File: config.mk
export PLATFORM = sky130hd
export DESIGN_NAME = imem_fetch
export DESIGN_NICKNAME = d
export VERILOG_FILES = /design/src/rtl/imem_fetch.sv
export SDC_FILE = /design/constraint.sdc
export NUM_CORES = 1
export LEC_CHECK = 0
export ABC_AREA = 1
export CAP_MARGIN = 20
export CORE_MARGIN = 8
export CORE_UTILIZATION = 50
export DETAILED_ROUTE_END_ITERATION = 8
export GPL_ROUTABILITY_DRIVEN = 1
export PLACE_DENSITY = 0.74
export SLEW_MARGIN = 20
export SYNTH_ARGS = -nofsm -noshare
export SYNTH_HDL_FRONTEND = slang
export SYNTH_SLANG_ARGS = --single-unit
File: constraint.sdc
create_clock -name i_clk -period 6.73 [get_ports i_clk]
set_input_delay 1.6825 -clock i_clk [delete_from_list [all_inputs] [get_ports i_clk]]
set_output_delay 1.6825 -clock i_clk [all_outputs]
set_load 0.02 [all_outputs]
File: src/rtl/imem_fetch.sv
// imem_fetch: PC/fetch sequencer for a combinational 8-bit instruction memory with a {pc, instr} prefetch FIFO
//   i_clk            system clock, all state on the rising edge
//   i_clear          asynchronous active-low reset
//   i_start          begin fetching from START_ADDR (pulse, honoured in IDLE/DONE)
//   o_mem_addr       instruction memory address (the pc itself)
//   i_mem_instr      instruction returned by memory in the same cycle
//   i_redirect_valid load i_redirect_addr into pc and flush the FIFO (FETCH/DRAIN only)
//   i_redirect_addr  redirect target
//   o_out_valid      FIFO head valid
//   i_out_ready      decode accepts the head this cycle
//   o_out_instr      instruction at the FIFO head
//   o_out_pc         address of the instruction at the FIFO head
//   o_busy           high in FETCH or DRAIN
//   o_done           high in DONE
//   o_fetch_count    instructions pushed since the last start (wraps)
module imem_fetch #(
  parameter int START_ADDR = 0,
  parameter int PROG_LEN   = 11,
  parameter int DEPTH      = 4
) (
  input  logic       i_clk,
  input  logic       i_clear,
  input  logic       i_start,
  output logic [7:0] o_mem_addr,
  input  logic [7:0] i_mem_instr,
  input  logic       i_redirect_valid,
  input  logic [7:0] i_redirect_addr,
  output logic       o_out_valid,
  input  logic       i_out_ready,
  output logic [7:0] o_out_instr,
  output logic [7:0] o_out_pc,
  output logic       o_busy,
  output logic       o_done,
  output logic [7:0] o_fetch_count
);
  localparam int AW = $clog2(DEPTH);
  localparam int CW = AW + 1;
  typedef enum logic [1:0] {IDLE, FETCH, DRAIN, DONE} state_t;
  state_t          r_state;
  logic [7:0]      r_pc;
  logic [7:0]      r_fetch_count;
  logic [CW-1:0]   r_count;
  logic [AW-1:0]   r_rd;
  logic [AW-1:0]   r_wr;
  logic            r_busy;
  logic            r_done;
  logic [7:0]      r_instr [DEPTH];
  logic [7:0]      r_pcs   [DEPTH];
  logic            w_redir;
  logic            w_pop;
  logic            w_push;
  logic            w_pc_ok;
  assign w_pc_ok = r_pc < 8'(PROG_LEN);
  // Redirect outranks both handshakes: the flush discards any pop and blocks the push.
  assign w_redir = i_redirect_valid & (r_state == FETCH || r_state == DRAIN);
  assign w_pop   = o_out_valid & i_out_ready & ~w_redir;
  // A pop in the same cycle frees a slot, so a full FIFO can still accept.
  assign w_push  = (r_state == FETCH) & w_pc_ok & ~w_redir & (r_count != CW'(DEPTH) | w_pop);
  assign o_mem_addr    = r_pc;
  assign o_out_valid   = r_count != '0;
  assign o_out_instr   = o_out_valid ? r_instr[r_rd] : '0;
  assign o_out_pc      = o_out_valid ? r_pcs[r_rd] : '0;
  assign o_busy        = r_busy;
  assign o_done        = r_done;
  assign o_fetch_count = r_fetch_count;
  always_ff @(posedge i_clk) begin
    if (w_push) begin
      r_instr[r_wr] <= i_mem_instr;
      r_pcs[r_wr]   <= r_pc;
    end
  end
  always_ff @(posedge i_clk or negedge i_clear) begin
    if (!i_clear) begin
      r_state       <= IDLE;
      r_pc          <= '0;
      r_fetch_count <= '0;
      r_count       <= '0;
      r_rd          <= '0;
      r_wr          <= '0;
      r_busy        <= 1'b0;
      r_done        <= 1'b0;
    end else if (w_redir) begin
      r_state <= FETCH;
      r_pc    <= i_redirect_addr;
      r_count <= '0;
      r_rd    <= '0;
      r_wr    <= '0;
      r_busy  <= 1'b1;
      r_done  <= 1'b0;
    end else begin
      if (w_push) begin
        r_pc          <= r_pc + 8'd1;
        r_wr          <= r_wr + AW'(1);
        r_fetch_count <= r_fetch_count + 8'd1;
      end
      if (w_pop)
        r_rd <= r_rd + AW'(1);
      r_count <= r_count + CW'(w_push) - CW'(w_pop);
      case (r_state)
        IDLE, DONE: begin
          if (i_start) begin
            r_state       <= FETCH;
            r_pc          <= 8'(START_ADDR);
            r_fetch_count <= '0;
            r_busy        <= 1'b1;
            r_done        <= 1'b0;
          end
        end
        FETCH: begin
          if (!w_pc_ok)
            r_state <= DRAIN;
        end
        DRAIN: begin
          if (r_count == '0) begin
            r_state <= DONE;
            r_busy  <= 1'b0;
            r_done  <= 1'b1;
          end
        end
        default: r_state <= IDLE;
      endcase
    end
  end
endmodule

Yosys cells after proc, flatten, opt, wreduce, memory -nomap -nowiden
Memories as Yosys holds them, arrays and structs flattened.
Cells that the tools add are included.
W data, S select, Z words.
Word-level totals
  bits in registers: 27
  latch bits: 0
  memory bits (writable): 64
  ROM bits: 0
  input port bits: 21
  output and inout port bits: 35
  word-level logic and storage cells: 71
  memories: 2
Memory list
  r_instr: words 4, bits a word 8, read ports 1, clocked after memory_dff 0, write ports 1, line 47  | logic [7:0] r_instr [DEPTH];
  r_pcs: words 4, bits a word 8, read ports 1, clocked after memory_dff 0, write ports 1, line 48  | logic [7:0] r_pcs [DEPTH];
Cells by class
  $add $sub $neg: 6
  multiply operators: 0
  div/mod/pow operators: 0
  order comparisons: 1
  eq/ne operators: 7
  shift-type cells: 0
  muxes and demuxes: 29
  bitwise logic cells: 8
  reduce and logical (&&, ||, !) cells: 10
Operators by type and width (number)
  $mux W8: 9
  $add A8 B1 Y8 const B: 2
  $mux W2: 8
  $ne A3 B3 Y1 const B: 3
  $lt A8 B4 Y1 const B: 1
  $mux W1: 8
  $and A1 B1 Y1: 6
  $pmux W2 S3: 1
  $reduce_and A3 Y1: 2
  $reduce_bool A3 Y1: 2
  $add A2 B1 Y2 const B: 2
  $eq A2 B2 Y1 const B: 2
  $pmux W1 S2: 2
  $reduce_bool A2 Y1: 2
  $add A3 B1 Y3: 1
  $logic_not A3 Y1: 1
  $mux W3: 1
  $ne A3 B2 Y1 const B: 1
  $sub A3 B1 Y3: 1
  $eq A2 B1 Y1 const B: 1
  $logic_not A2 Y1: 1
  $reduce_or A2 Y1: 1
  $logic_or A1 B1 Y1: 1
  $not A1 Y1: 1
  $or A1 B1 Y1: 1

Depth between registers and ports, before layout
  word-level depth: 11
  depth in mapped cells: 16
  depth with buffers taken out: 14

Least setup slack after synthesis
Ideal clock, no wire load.
  path type: input to register
  from: in i_redirect_valid
  to: reg r_count[2]
  setup time: 132 ps
  data arrival time: 3268 ps
  required time: 6598 ps
  setup slack: 3331 ps
  stages on the path: 13
  buffers on the path: 2
  cell sequence: nand2_4 nand3_2 nor2_1 nand2_1 buf_6 buf_6 ha_1 inv_1 ha_1 inv_1 fa_1 xor2_1 nor2_1
Between the ends
  word-level cells in the longest chain between the ends: 8
  elaborated cells on any way between the ends: 9
  classes of those cells: 2 x add/sub; 1 x mux; 6 x bitwise
Ends and longest elaborated chain
  from (decl): line 26  | input logic i_redirect_valid,
  $and A1 B1 Y1 (*): line 55  | assign w_redir = i_redirect_valid & (r_state == FETCH || r_state == DRAIN);
  $not A1 Y1: line 56, 58
  $and A1 B1 Y1: line 56  | assign w_pop = o_out_valid & i_out_ready & ~w_redir;
  $or A1 B1 Y1: line 58  | assign w_push = (r_state == FETCH) & w_pc_ok & ~w_redir & (r_count != CW'(DEPTH) | w_pop);
  $and A1 B1 Y1: line 58
  $add A3 B1 Y3: line 98  | r_count <= r_count + CW'(w_push) - CW'(w_pop);
  $sub A3 B1 Y3: line 98
  $mux W3 (*): line 82  | end else if (w_redir) begin
  to (signal assigned): line 98
  to (decl): line 42  | logic [CW-1:0] r_count;
Every way passes the cells marked *; elsewhere a longest branch is shown, timed or not.
A chain may end at the register's enable or synchronous reset.

Worst setup path after layout
  from: reg r_rd[1]
  to: out o_out_pc[5]
Between the ends
  word-level cells in the longest chain between the ends: 2
Ends and longest elaborated chain
  from (decl): line 43  | logic [AW-1:0] r_rd;
  from (signal assigned): line 97  | r_rd <= r_rd + AW'(1);
  $mem_v2 Z4 W8
  $mux W8: line 62  | assign o_out_pc = o_out_valid ? r_pcs[r_rd] : '0;
  to (decl): line 31  | output logic [7:0] o_out_pc,
No other way between the ends.

==> results.yml <==
run_status:
  status: "complete, no violations"
power:
  vdd_ir_drop_max_uv: 203
  power_switching_uw: 861
  sw_frac_of_total_pct: 39.5
  power_frac_clock_pct: 18.6
  seqPwrFrac_pct: 38.4
  power.leakage_nw: 1.96
  p_int_mw: 1.32
  power_density_nw_per_um2: 446
  p_comb_share_pct: 43.0
die:
  die_y_um: 106
  initial_utilization_pct: 51.9
  die-area_um2: 11200
  io-pin-count: 56
  die_w_um: 106
  core_um2: 7770
  fp-row-count: 32
route:
  viasPerCell: 5.09
  vias: 2817
  post-route-drc-count: 0
  routed_wl_um: 8350
  drtIter0Drc: 115
  final_antenna_net_count: 0
  avgRoutedWirePerCell_um: 15.1
  dr.pass1.iters: 4
final_layout:
  syn_to_final_growth_pct: 21.3
  final_layout_size_suffix_gt1_share_pct: 5.99
  diodes: 0
  finalNetCount: 478
  stdcell_count: 553
grt:
  antenna_found_initial: 0
  grt_pass1_vias: 2899
  grt_overflow: 0
  grt_use_total_pct: 15.8
  grt_pass1_wl_um: 14100
  grt_max_degree: 36
sta:
  finalSetupTns_ns: 0
  rsz0062_at_grt: "false"
  fmax_mhz: 218
  final-setup-viol-count: 0
  fin_crit_sh_pct: 68.2
  finalHoldViolCount: 0
  clock_skew_ns: 0.0139
  slew-limit-headroom_pct: 55.4
  final-max-slew-violation-count: 0
  worst_pin_slew_ns: 0.668
  period_minus_slack_ns: 4.59
clock_network:
  post-cts-setup-buffer-count: 0
  cts_root_buf: "clkbuf_8"
  tritoncts: "built"
  post_cts_resized: 0
  path_clk_slew_ns: 0.10
  clockBufferDepth: 2
  clk_latency_ns: 0.36
  cts-buffers-inserted: 9
  holdBufCountCts: 0
  cts_max_level: 3
  cts.sinks: 91
critical_path:
  crit_path_top_delay_cell: "dfrtp_1"
  cpPeakStageDelay_ns: 0.72
  worstPathMaxFanout: 18
  end_kind: "output pin"
  crit_type: "register to output pin"
  crit_buf_inv: 2
  critPathTopFamily: "buffers and inverters"
  timing.critical_path.cells: "clkinv_1 -> nor2_1 -> o21ai_0 -> a21oi_1 -> clkdlybuf4s50_1"
  cp-start-kind: "register"
  required_ns: 5.05
  crit_arrival_ns: 2.91
synth:
  ys_types: 30
  syn-num-nets: 422
  synthCells: 390
  syn_avg_cell_area_um2: 10.3
  synth_warnings: 0
  synth_flop_cell: "edfxtp_1"
  synth_top_area_cell: "edfxtp_1"
  async_reset_ff_share_pct: 29.7
  synth_edf_count: 64
  yosys.area.top_type_share_pct: 47.7
  ys_ff_latch: 91
  synthTopCellsByArea: "edfxtp_1, dfrtp_1, nor2_1"
  seq_area_frac_synth_pct: 64.5
  synth.cell_area_um2: 4030
placement:
  portBuffers: 55
  gp_congestion: 0.839
  hpwl_um: 5530
  dp_cells: 537
worst_hold_path:
  hp-class: "register to register"
job:
  cap_violations: 0
per-layer routing:
metal	track usage, %	vias up	routed length, µm
met5	0	-	0
met4	6.43	0	78
met3	4.69	7	643
met2	25.4	86	3920
met1	19.5	1318	3700
li1	-	1406	-
cell usage in the layout (no fill, tap or decap), drive strengths merged, types with 2 or more instances in the layout:
master	synthesis	routed
a21oi	22	22
a22o	4	4
a2bb2oi	2	2
buf	9	5
bufinv	0	2
clkbuf	6	9
clkdlybuf4s50	0	55
clkinv	2	5
dfrtp	27	27
edfxtp	64	64
ha	10	10
inv	38	40
nand2	51	51
nand3	10	10
nor2	90	90
o21a	3	3
o21ai	43	43
or2	2	2
xnor2	2	2
xor2	2	2
flip-flops by register name, indices dropped and copies added, names as in the netlist:
signal / count
r_state: 2
r_pcs: 32
o_done: 1
o_mem_addr: 8
o_busy: 1
r_wr: 2
r_rd: 2
o_fetch_count: 8
r_instr: 32
r_count: 3
synth_stat cells, drive strengths merged, types with 3 or more instances:
library cell and instances:
a21oi 22, a22o 4, buf 9, clkbuf 6, dfrtp 27, edfxtp 64
ha 10, inv 38, nand2 51, nand3 10, nor2 90, o21a 3
o21ai 43
per-stage QoR:
step | hold WS (ns) | util [%] | area (µm²) | power (mW) | worst slack (ns)
2_1_floorplan | 0.478 | - | 4030 | 1.43 | 3.33
3_3_place_gp | 0.478 | 60.0 | 4660 | 1.77 | 2.43
3_5_place_dp | 0.513 | 60.0 | 4660 | 1.80 | 2.38
4_1_cts | 0.538 | 62.9 | 4880 | 2.20 | 2.07
5_1_grt | 0.570 | 62.9 | 4890 | 2.34 | 1.88
6_report | 0.530 | 62.9 | 4890 | 2.18 | 2.14
cell families after synthesis:
family / count (synthesis) / share of synthesized area [%]
buf+inv: 55 / 5.75
compound gates: 74 / 9.94
fa+ha+maj: 11 / 3.60
xor+xnor: 4 / 0.870
flops: 91 / 64.5
simple gates: 155 / 15.3
cell type report:
class | instances | area (µm²)
inverters | 40 | 150
clock inverters | 7 | 98.8
repair buffers | 60 | 588
multi-input cells | 244 | 1200
clock buffers | 9 | 124
fillers | 653 | 2880
well taps | 102 | 128
flip-flops and latches | 91 | 2600
final timing paths:
check,start,end,slack (ns),depth (start not counted)
max in group asynchronous,i_clear,r_rd[0]$_DFFE_PN0P_,4.75,2
min in group asynchronous,i_clear,r_count[0]$_DFF_PN0_,1.69,2
hold reg to reg,o_busy$_DFFE_PN0P_,o_busy$_DFFE_PN0P_,0.53,1
hold / removal,o_busy$_DFFE_PN0P_,o_busy$_DFFE_PN0P_,0.53,1
setup reg to reg,o_mem_addr[0]$_DFF_PN0_,r_count[2]$_DFF_PN0_,3.75,12
setup / recovery,r_rd[1]$_DFFE_PN0P_,o_out_pc[5],2.14,5
power groups by stage:
stage               logic, mW  registers, mW  clock network (mW)
floorplan               0.608          0.818                   0
global placement        0.927          0.843                   0
detailed placement      0.946          0.850                   0
CTS                     0.954          0.838               0.413
global route             1.05          0.856               0.434
finish                  0.938          0.838               0.405
worst reg2reg max path, stage by stage (launching register included):
cell and delay [ns]:
dfrtp_1 0.49, ha_1 0.28, o21ai_0 0.17, nand2_1 0.09, nor2_1 0.12, nand2_1 0.41
ha_1 0.47, inv_1 0.06, ha_1 0.13, inv_1 0.05, fa_1 0.37, xor2_1 0.18
nor2_1 0.05
No activity file was read; power rests on OpenSTA's default activity.
